<file path="src/rtl/ddr_rd_sch_nch.sv">
// ---------------------------------------------------------------------------
// ddr_rd_sch_nch
//   N-channel DDR read-burst scheduler. Arbitrates CH_NUM client read-burst
//   requests (round-robin, with a per-channel urgent override) onto the one
//   read-burst command port of the DDR controller. Returned data, valid and
//   finish are routed to the granted channel only. The number of returned
//   beats is checked against the burst length, and a burst that never
//   finishes is cut off after TIMEOUT_CYC cycles. Both faults raise sticky
//   flags.
//
// Ports
//   ddr_clk, ddr_rst          clock, synchronous active-high reset
//   ddr_burst_idle            controller ready to take a new command
//   ch_rd_burst_req/_urgent   per-channel request level and urgent qualifier
//   ch_rd_burst_len/_addr     flattened per-channel length/address
//                             (channel i at [i*W +: W])
//   ch_rd_burst_gnt           one-hot grant pulse, high in the cycle the
//                             command issues
//   ch_rd_burst_data_valid    one-hot routed data valid
//   ch_rd_burst_data          read data, shared by all channels
//   ch_rd_burst_finish        one-hot routed (or synthetic) finish pulse
//   rd_burst_req/_len/_addr   command to the controller (len/addr registered)
//   rd_burst_data_valid/_data/_finish  data returned by the controller
//   err_clr                   clears the sticky error flags
//   sch_busy                  scheduler not idle
//   err_len, err_timeout      sticky beat-count / timeout errors
//   err_ch                    channel of the most recent error
// ---------------------------------------------------------------------------
module ddr_rd_sch_nch #(
  parameter int CH_NUM      = 8,
  parameter int IDX_WD      = 3,
  parameter int DDR_ADDR_WD = 16,
  parameter int DDR_DATA_WD = 512,
  parameter int LEN_WD      = 10,
  parameter int TIMEOUT_CYC = 4096
) (
  input  logic                          ddr_clk,
  input  logic                          ddr_rst,
  input  logic                          ddr_burst_idle,
  input  logic [CH_NUM-1:0]             ch_rd_burst_req,
  input  logic [CH_NUM-1:0]             ch_rd_burst_urgent,
  input  logic [CH_NUM*LEN_WD-1:0]      ch_rd_burst_len,
  input  logic [CH_NUM*DDR_ADDR_WD-1:0] ch_rd_burst_addr,
  output logic [CH_NUM-1:0]             ch_rd_burst_gnt,
  output logic [CH_NUM-1:0]             ch_rd_burst_data_valid,
  output logic [DDR_DATA_WD-1:0]        ch_rd_burst_data,
  output logic [CH_NUM-1:0]             ch_rd_burst_finish,
  output logic                          rd_burst_req,
  output logic [LEN_WD-1:0]             rd_burst_len,
  output logic [DDR_ADDR_WD-1:0]        rd_burst_addr,
  input  logic                          rd_burst_data_valid,
  input  logic [DDR_DATA_WD-1:0]        rd_burst_data,
  input  logic                          rd_burst_finish,
  input  logic                          err_clr,
  output logic                          sch_busy,
  output logic                          err_len,
  output logic                          err_timeout,
  output logic [IDX_WD-1:0]             err_ch
);

  localparam int TMR_WD = $clog2(TIMEOUT_CYC);
  localparam logic [TMR_WD-1:0] TMR_LAST = TMR_WD'(TIMEOUT_CYC - 1);
  localparam logic [IDX_WD:0]   CH_NUM_W = (IDX_WD + 1)'(CH_NUM);
  localparam logic [IDX_WD-1:0] LAST_IDX = IDX_WD'(CH_NUM - 1);

  typedef enum logic [1:0] {
    ST_IDLE,
    ST_ISSUE,
    ST_DATA,
    ST_GAP
  } state_e;

  state_e                  state_q, state_d;
  logic [IDX_WD-1:0]       rr_ptr_q, rr_ptr_d;
  logic [IDX_WD-1:0]       lock_idx_q, lock_idx_d;
  logic [LEN_WD-1:0]       len_q, len_d;
  logic [DDR_ADDR_WD-1:0]  addr_q, addr_d;
  logic [LEN_WD-1:0]       beat_cnt_q, beat_cnt_d;
  logic [TMR_WD-1:0]       timer_q, timer_d;
  logic                    err_len_q, err_len_d;
  logic                    err_timeout_q, err_timeout_d;
  logic [IDX_WD-1:0]       err_ch_q, err_ch_d;

  // Arbitration
  logic [CH_NUM-1:0]       cand;
  logic [IDX_WD:0]         scan_pos;
  logic                    win_vld;
  logic [IDX_WD-1:0]       win_idx;

  // Burst tracking
  logic                    data_en;
  logic                    timeout_hit;
  logic                    burst_end;
  logic                    set_len;
  logic                    set_to;
  logic [LEN_WD:0]         beat_sum;
  logic [CH_NUM-1:0]       lock_oh;

  // Urgent requesters, when present, shadow all others. The search starts at
  // rr_ptr and wraps at CH_NUM, which need not be a power of two.
  always_comb begin
    // NOTE: every combinational output gets a default before any branch, so
    // no path leaves a variable unassigned and no latch is inferred.
    cand     = ((ch_rd_burst_req & ch_rd_burst_urgent) != '0)
             ? (ch_rd_burst_req & ch_rd_burst_urgent) : ch_rd_burst_req;
    win_vld  = 1'b0;
    win_idx  = '0;
    scan_pos = '0;
    for (int k = 0; k < CH_NUM; k++) begin
      scan_pos = {1'b0, rr_ptr_q} + (IDX_WD + 1)'(k);
      if (scan_pos >= CH_NUM_W) scan_pos = scan_pos - CH_NUM_W;
      if (!win_vld && cand[scan_pos[IDX_WD-1:0]]) begin
        win_vld = 1'b1;
        win_idx = scan_pos[IDX_WD-1:0];
      end
    end
  end

  assign data_en     = (state_q == ST_DATA);
  // The finish cycle may carry the last beat, so it counts towards the total.
  // A saturated counter plus one valid lands on 2**LEN_WD, which never
  // matches a real length and therefore flags the overrun.
  assign beat_sum    = {1'b0, beat_cnt_q} + {{LEN_WD{1'b0}}, rd_burst_data_valid};
  assign timeout_hit = data_en && !rd_burst_finish && (timer_q == TMR_LAST);
  assign burst_end   = data_en && (rd_burst_finish || timeout_hit);
  assign lock_oh     = CH_NUM'(1) << lock_idx_q;

  always_comb begin
    state_d       = state_q;
    rr_ptr_d      = rr_ptr_q;
    lock_idx_d    = lock_idx_q;
    len_d         = len_q;
    addr_d        = addr_q;
    beat_cnt_d    = beat_cnt_q;
    timer_d       = timer_q;
    set_len       = 1'b0;
    set_to        = 1'b0;

    unique case (state_q)
      ST_IDLE: begin
        if (ddr_burst_idle && win_vld) begin
          lock_idx_d = win_idx;
          len_d      = ch_rd_burst_len[win_idx*LEN_WD +: LEN_WD];
          addr_d     = ch_rd_burst_addr[win_idx*DDR_ADDR_WD +: DDR_ADDR_WD];
          rr_ptr_d   = (win_idx == LAST_IDX) ? '0 : win_idx + IDX_WD'(1);
          state_d    = ST_ISSUE;
        end
      end
      ST_ISSUE: begin
        beat_cnt_d = '0;
        timer_d    = '0;
        state_d    = ST_DATA;
      end
      ST_DATA: begin
        timer_d = timer_q + TMR_WD'(1);
        if (rd_burst_data_valid && (beat_cnt_q != '1)) begin
          beat_cnt_d = beat_cnt_q + LEN_WD'(1);
        end
        if (rd_burst_finish) begin
          set_len = (beat_sum != {1'b0, len_q});
          state_d = ST_GAP;
        end else if (timeout_hit) begin
          set_to  = 1'b1;
          state_d = ST_GAP;
        end
      end
      // One dead cycle so the controller can drop ddr_burst_idle before the
      // next arbitration looks at it.
      ST_GAP: state_d = ST_IDLE;
      default: state_d = ST_IDLE;
    endcase

    // A new error in the same cycle as err_clr must not be lost.
    err_len_d     = set_len ? 1'b1 : (err_clr ? 1'b0 : err_len_q);
    err_timeout_d = set_to  ? 1'b1 : (err_clr ? 1'b0 : err_timeout_q);
    err_ch_d      = (set_len || set_to) ? lock_idx_q : err_ch_q;
  end

  always_ff @(posedge ddr_clk) begin
    if (ddr_rst) begin
      state_q       <= ST_IDLE;
      rr_ptr_q      <= '0;
      lock_idx_q    <= '0;
      len_q         <= '0;
      addr_q        <= '0;
      beat_cnt_q    <= '0;
      timer_q       <= '0;
      err_len_q     <= 1'b0;
      err_timeout_q <= 1'b0;
      err_ch_q      <= '0;
    end else begin
      // NOTE: non-blocking assignments for all state, so every register
      // samples pre-edge values regardless of statement order.
      state_q       <= state_d;
      rr_ptr_q      <= rr_ptr_d;
      lock_idx_q    <= lock_idx_d;
      len_q         <= len_d;
      addr_q        <= addr_d;
      beat_cnt_q    <= beat_cnt_d;
      timer_q       <= timer_d;
      err_len_q     <= err_len_d;
      err_timeout_q <= err_timeout_d;
      err_ch_q      <= err_ch_d;
    end
  end

  // Channel-side outputs are gated to DATA, so stray controller activity
  // outside a burst (including after a reset) never reaches a client.
  assign rd_burst_req           = (state_q == ST_ISSUE);
  assign rd_burst_len           = len_q;
  assign rd_burst_addr          = addr_q;
  assign ch_rd_burst_gnt        = {CH_NUM{rd_burst_req}} & lock_oh;
  assign ch_rd_burst_data_valid = {CH_NUM{data_en && rd_burst_data_valid}} & lock_oh;
  assign ch_rd_burst_finish     = {CH_NUM{burst_end}} & lock_oh;
  assign ch_rd_burst_data       = data_en ? rd_burst_data : '0;
  assign sch_busy               = (state_q != ST_IDLE);
  assign err_len                = err_len_q;
  assign err_timeout            = err_timeout_q;
  assign err_ch                 = err_ch_q;

endmodule

</file>
<file path="config.mk">
export PLATFORM = sky130hd
export DESIGN_NAME = ddr_rd_sch_nch
export DESIGN_NICKNAME = d
export VERILOG_FILES = /design/src/rtl/ddr_rd_sch_nch.sv
export SDC_FILE = /design/constraint.sdc
export NUM_CORES = 1
export LEC_CHECK = 0
export BUFFER_PORTS_ARGS = -buffer_cell sky130_fd_sc_hd__buf_2
export CORE_AREA = 2 2 509 511
export CTS_CLUSTER_DIAMETER = 40
export CTS_CLUSTER_SIZE = 12
export DETAILED_ROUTE_END_ITERATION = 8
export DIE_AREA = 0 0 511 513
export HOLD_SLACK_MARGIN = 0.1
export MAX_ROUTING_LAYER = met4
export SYNTH_ARGS = -nofsm -noshare
export SYNTH_HDL_FRONTEND = slang
export SYNTH_SLANG_ARGS = --single-unit
</file>
<file path="constraint.sdc">
create_clock -name ddr_clk -period 5.6 [get_ports ddr_clk]
set_input_delay 1.12 -clock ddr_clk [delete_from_list [all_inputs] [get_ports ddr_clk]]
set_output_delay 1.12 -clock ddr_clk [all_outputs]
set_load 0.005 [all_outputs]
</file>
==> flow_metrics.tcl <==
set metrics [dict create \
    pre_cts_ws_ns -0.177 \
    final-instance-count-excl-fill 6189 \
    ys_seq_area_share_pct 12.6 \
    min_path_type "flip-flop to flip-flop" \
    grt_pass1_wl_mm 250 \
    grt_max_degree 105 \
    start_util_pct 3.79 \
    post_drt_wl_per_cell_um 34.8 \
    grt_util_all_layers_pct 16.2 \
    coreArea_um2 256000 \
    synthTopCellsByArea "and2_1 (36%), dfxtp_1 (13%), clkbuf_1 (3.7%), nor2_1 (3.7%), mux2_2 (3.4%)" \
    maxCapViolCount 0 \
    ys_warn_count 0 \
    syn2layout_area_growth_pct 119 \
    setup_viol 0 \
    cp_max_fo 16 \
    drc 0 \
    path_class "primary input to flip-flop" \
    synth_seq_cells 61 \
    cts_tree "yes" \
    yosysTopAreaCell "and2_1" \
    synth_top_area_share_pct 35.8 \
    netlist_area_um2 9720 \
    dp_cells 6040 \
    finClkSkew_ns 0.0301 \
    vdd_ir_drop_max_uv 359 \
    worstPathArrival_ns 5.66 \
    clock-root-buffer "clkbuf_16" \
    synthFlopType "dfxtp_1" \
    power_density_nw_per_um2 444 \
    fin_crit_sh_pct 96.5 \
    required_ns 5.86 \
    setup.worst_path.start_class "primary input" \
    die_h_um 513 \
    clock_path_buffers 2 \
    place.gp.congestion 1.02 \
    finish.net_count 3421 \
    numClockSinks 61 \
    hold_buffers 0 \
    worst_pin_slew_ns 1.04 \
    ant_nets 0 \
    htree_levels 3 \
    outcome "completed" \
    die_area_um2 262000 \
    finalMaxSlewViolations 0 \
    synth-async-reset-ratio_pct 0 \
    ios 1311 \
    path_clk_slew_ns 0.06 \
    synth_commonest_cells "and2_1 (556), clkbuf_1 (97), nor2_1 (95)" \
    relSlewSlack_pct 30.4 \
    insertion_delay_ns 0.42 \
    drive_gt1_share_pct 54.6 \
    routed_wirelength_mm 215 \
    rsz0062_at_grt "no" \
    antenna_found_initial 359 \
    io_buffer_count 1310 \
    drtIter0Drc 1196 \
    fmax_ghz 0.185 \
    synth_cells 1405 \
    synthesis.nets 2159 \
    postCtsSetupRepairBufs 0 \
    die_x_um 511 \
    cts_resized 0 \
    vias 17300 \
    dr.pass1.iters 5 \
    syn_area_per_cell_um2 6.92 \
    yosysMostFrequentCell "and2_1" \
    synth_edf_count 0 \
    grt_pass1_vias 15700 \
    end_kind "flip-flop" \
    dp_hpwl_mm 204 \
    num_rows 186 \
    ys_types 72 \
    layout_setup_ws_ns 0.195 \
    period_needed_ns 5.41 \
    p_leak_nw 10.4 \
    grt_overflow 0 \
    hold_viol 0 \
    viasPerCell 2.79 \
    cts_buffers 9 \
    nFillCells 30500 \
]
flip-flops by register name, summed over array words and instances, names as in the netlist:
name / flops
err_len: 1
lock_idx_q: 3
beat_cnt_q: 10
err_ch: 3
rd_burst_len: 10
err_timeout: 1
state_q: 2
timer_q: 12
rr_ptr_q: 3
rd_burst_addr: 16
metal layers:
layer | wire (um) | up-vias | part of all wire [%] | track usage (%)
li1 | - | 7541 | - | -
met1 | 97700 | 8004 | 45 | 20.7
met2 | 86400 | 1449 | 40 | 22.8
met3 | 27200 | 280 | 13 | 8.79
met4 | 3870 | 0 | 1.8 | 1.84
met5 | 0 | - | 0 | -
logic make-up after synthesis:
logic type	after synthesis	synth area share (%)
adders and majority gates	12	1.54
xor gates and xnor gates	32	2.88
and+or+nand+nor	894	53.0
muxes	43	5.32
buffers and inverters	144	6.23
AOI/OAI and AO/OA	219	18.5
DFF	61	12.6
per-stage QoR:
| stage | cell area (um2) | setup TNS, ns | total power [mW] | util [%] | hold WS (ns) |
|---|---|---|---|---|---|
| 2_1_floorplan | 9720 | 0 | 4.73 | - | 0.462 |
| 3_3_place_gp | 20700 | -0.865 | 8.98 | 8.06 | 0.483 |
| 3_5_place_dp | 20700 | -0.711 | 8.92 | 8.06 | 0.473 |
| 4_1_cts | 21000 | 0 | 9.68 | 8.18 | 0.496 |
| 5_1_grt | 21200 | 0 | 10.1 | 8.27 | 0.522 |
| 6_report | 21300 | 0 | 9.46 | 8.31 | 0.498 |
worst paths after layout:
check / cells after the start / startpoint / slack [ns] / to
max: 16 / ch_rd_burst_req[2] / 0.19 / rd_burst_addr[15]
min reg2reg: 2 / rd_burst_addr[14] / 0.50 / rd_burst_addr[14]
max reg2reg: 16 / rr_ptr_q[1] / 0.57 / rd_burst_addr[15]
min: 2 / rd_burst_addr[14] / 0.50 / rd_burst_addr[14]
final cells by class:
| class | count | area [um2] | share of cell area [%] |
|---|---|---|---|
| Multi-Input combinational cell | 1200 | 7980 | 37.5 |
| Clock buffer | 10 | 239 | 1.12 |
| Tap cell | 3384 | 4230 | 19.9 |
| Clock inverter | 6 | 68.8 | 0.323 |
| Timing Repair Buffer | 1378 | 7150 | 33.6 |
| Sequential cell | 61 | 1220 | 5.74 |
| Antenna cell | 133 | 333 | 1.56 |
| Inverter | 17 | 63.8 | 0.300 |
cell usage in the layout (no fill, tap or decap), types with 16 or more instances in the layout:
cell type and n:
o211ai_1 33, diode_2 133, nand3_1 38, buf_4 61, nor2_1 95, buf_2 1310, a211oi_1 22, nand3b_1 16
nand2_1 76, and3_1 52, dfxtp_1 61, and2_1 556, xor2_1 19, a21oi_1 18, mux2_2 29, a221o_1 28
where the power goes:
part           internal (mW)  total, mW  switching [mW]
registers              0.561      0.759           0.198
clock network          0.361      0.667           0.306
logic                   2.95       8.03            5.08
total                   3.88       9.46            5.58
critical path: stages:
cell and delay (ns):
buf_2 0.13, a22o_1 0.23, a221oi_2 0.27, buf_4 0.21, a21oi_1 0.11, o32ai_1 0.64, mux2_2 0.30, or3_1 0.13
and2_1 0.28, o41ai_2 0.14, nor3_4 0.66, inv_2 0.28, and3_1 0.25, nor4_1 0.59, buf_4 0.24, a211oi_2 0.06
No activity file was read; power rests on OpenSTA's default activity.
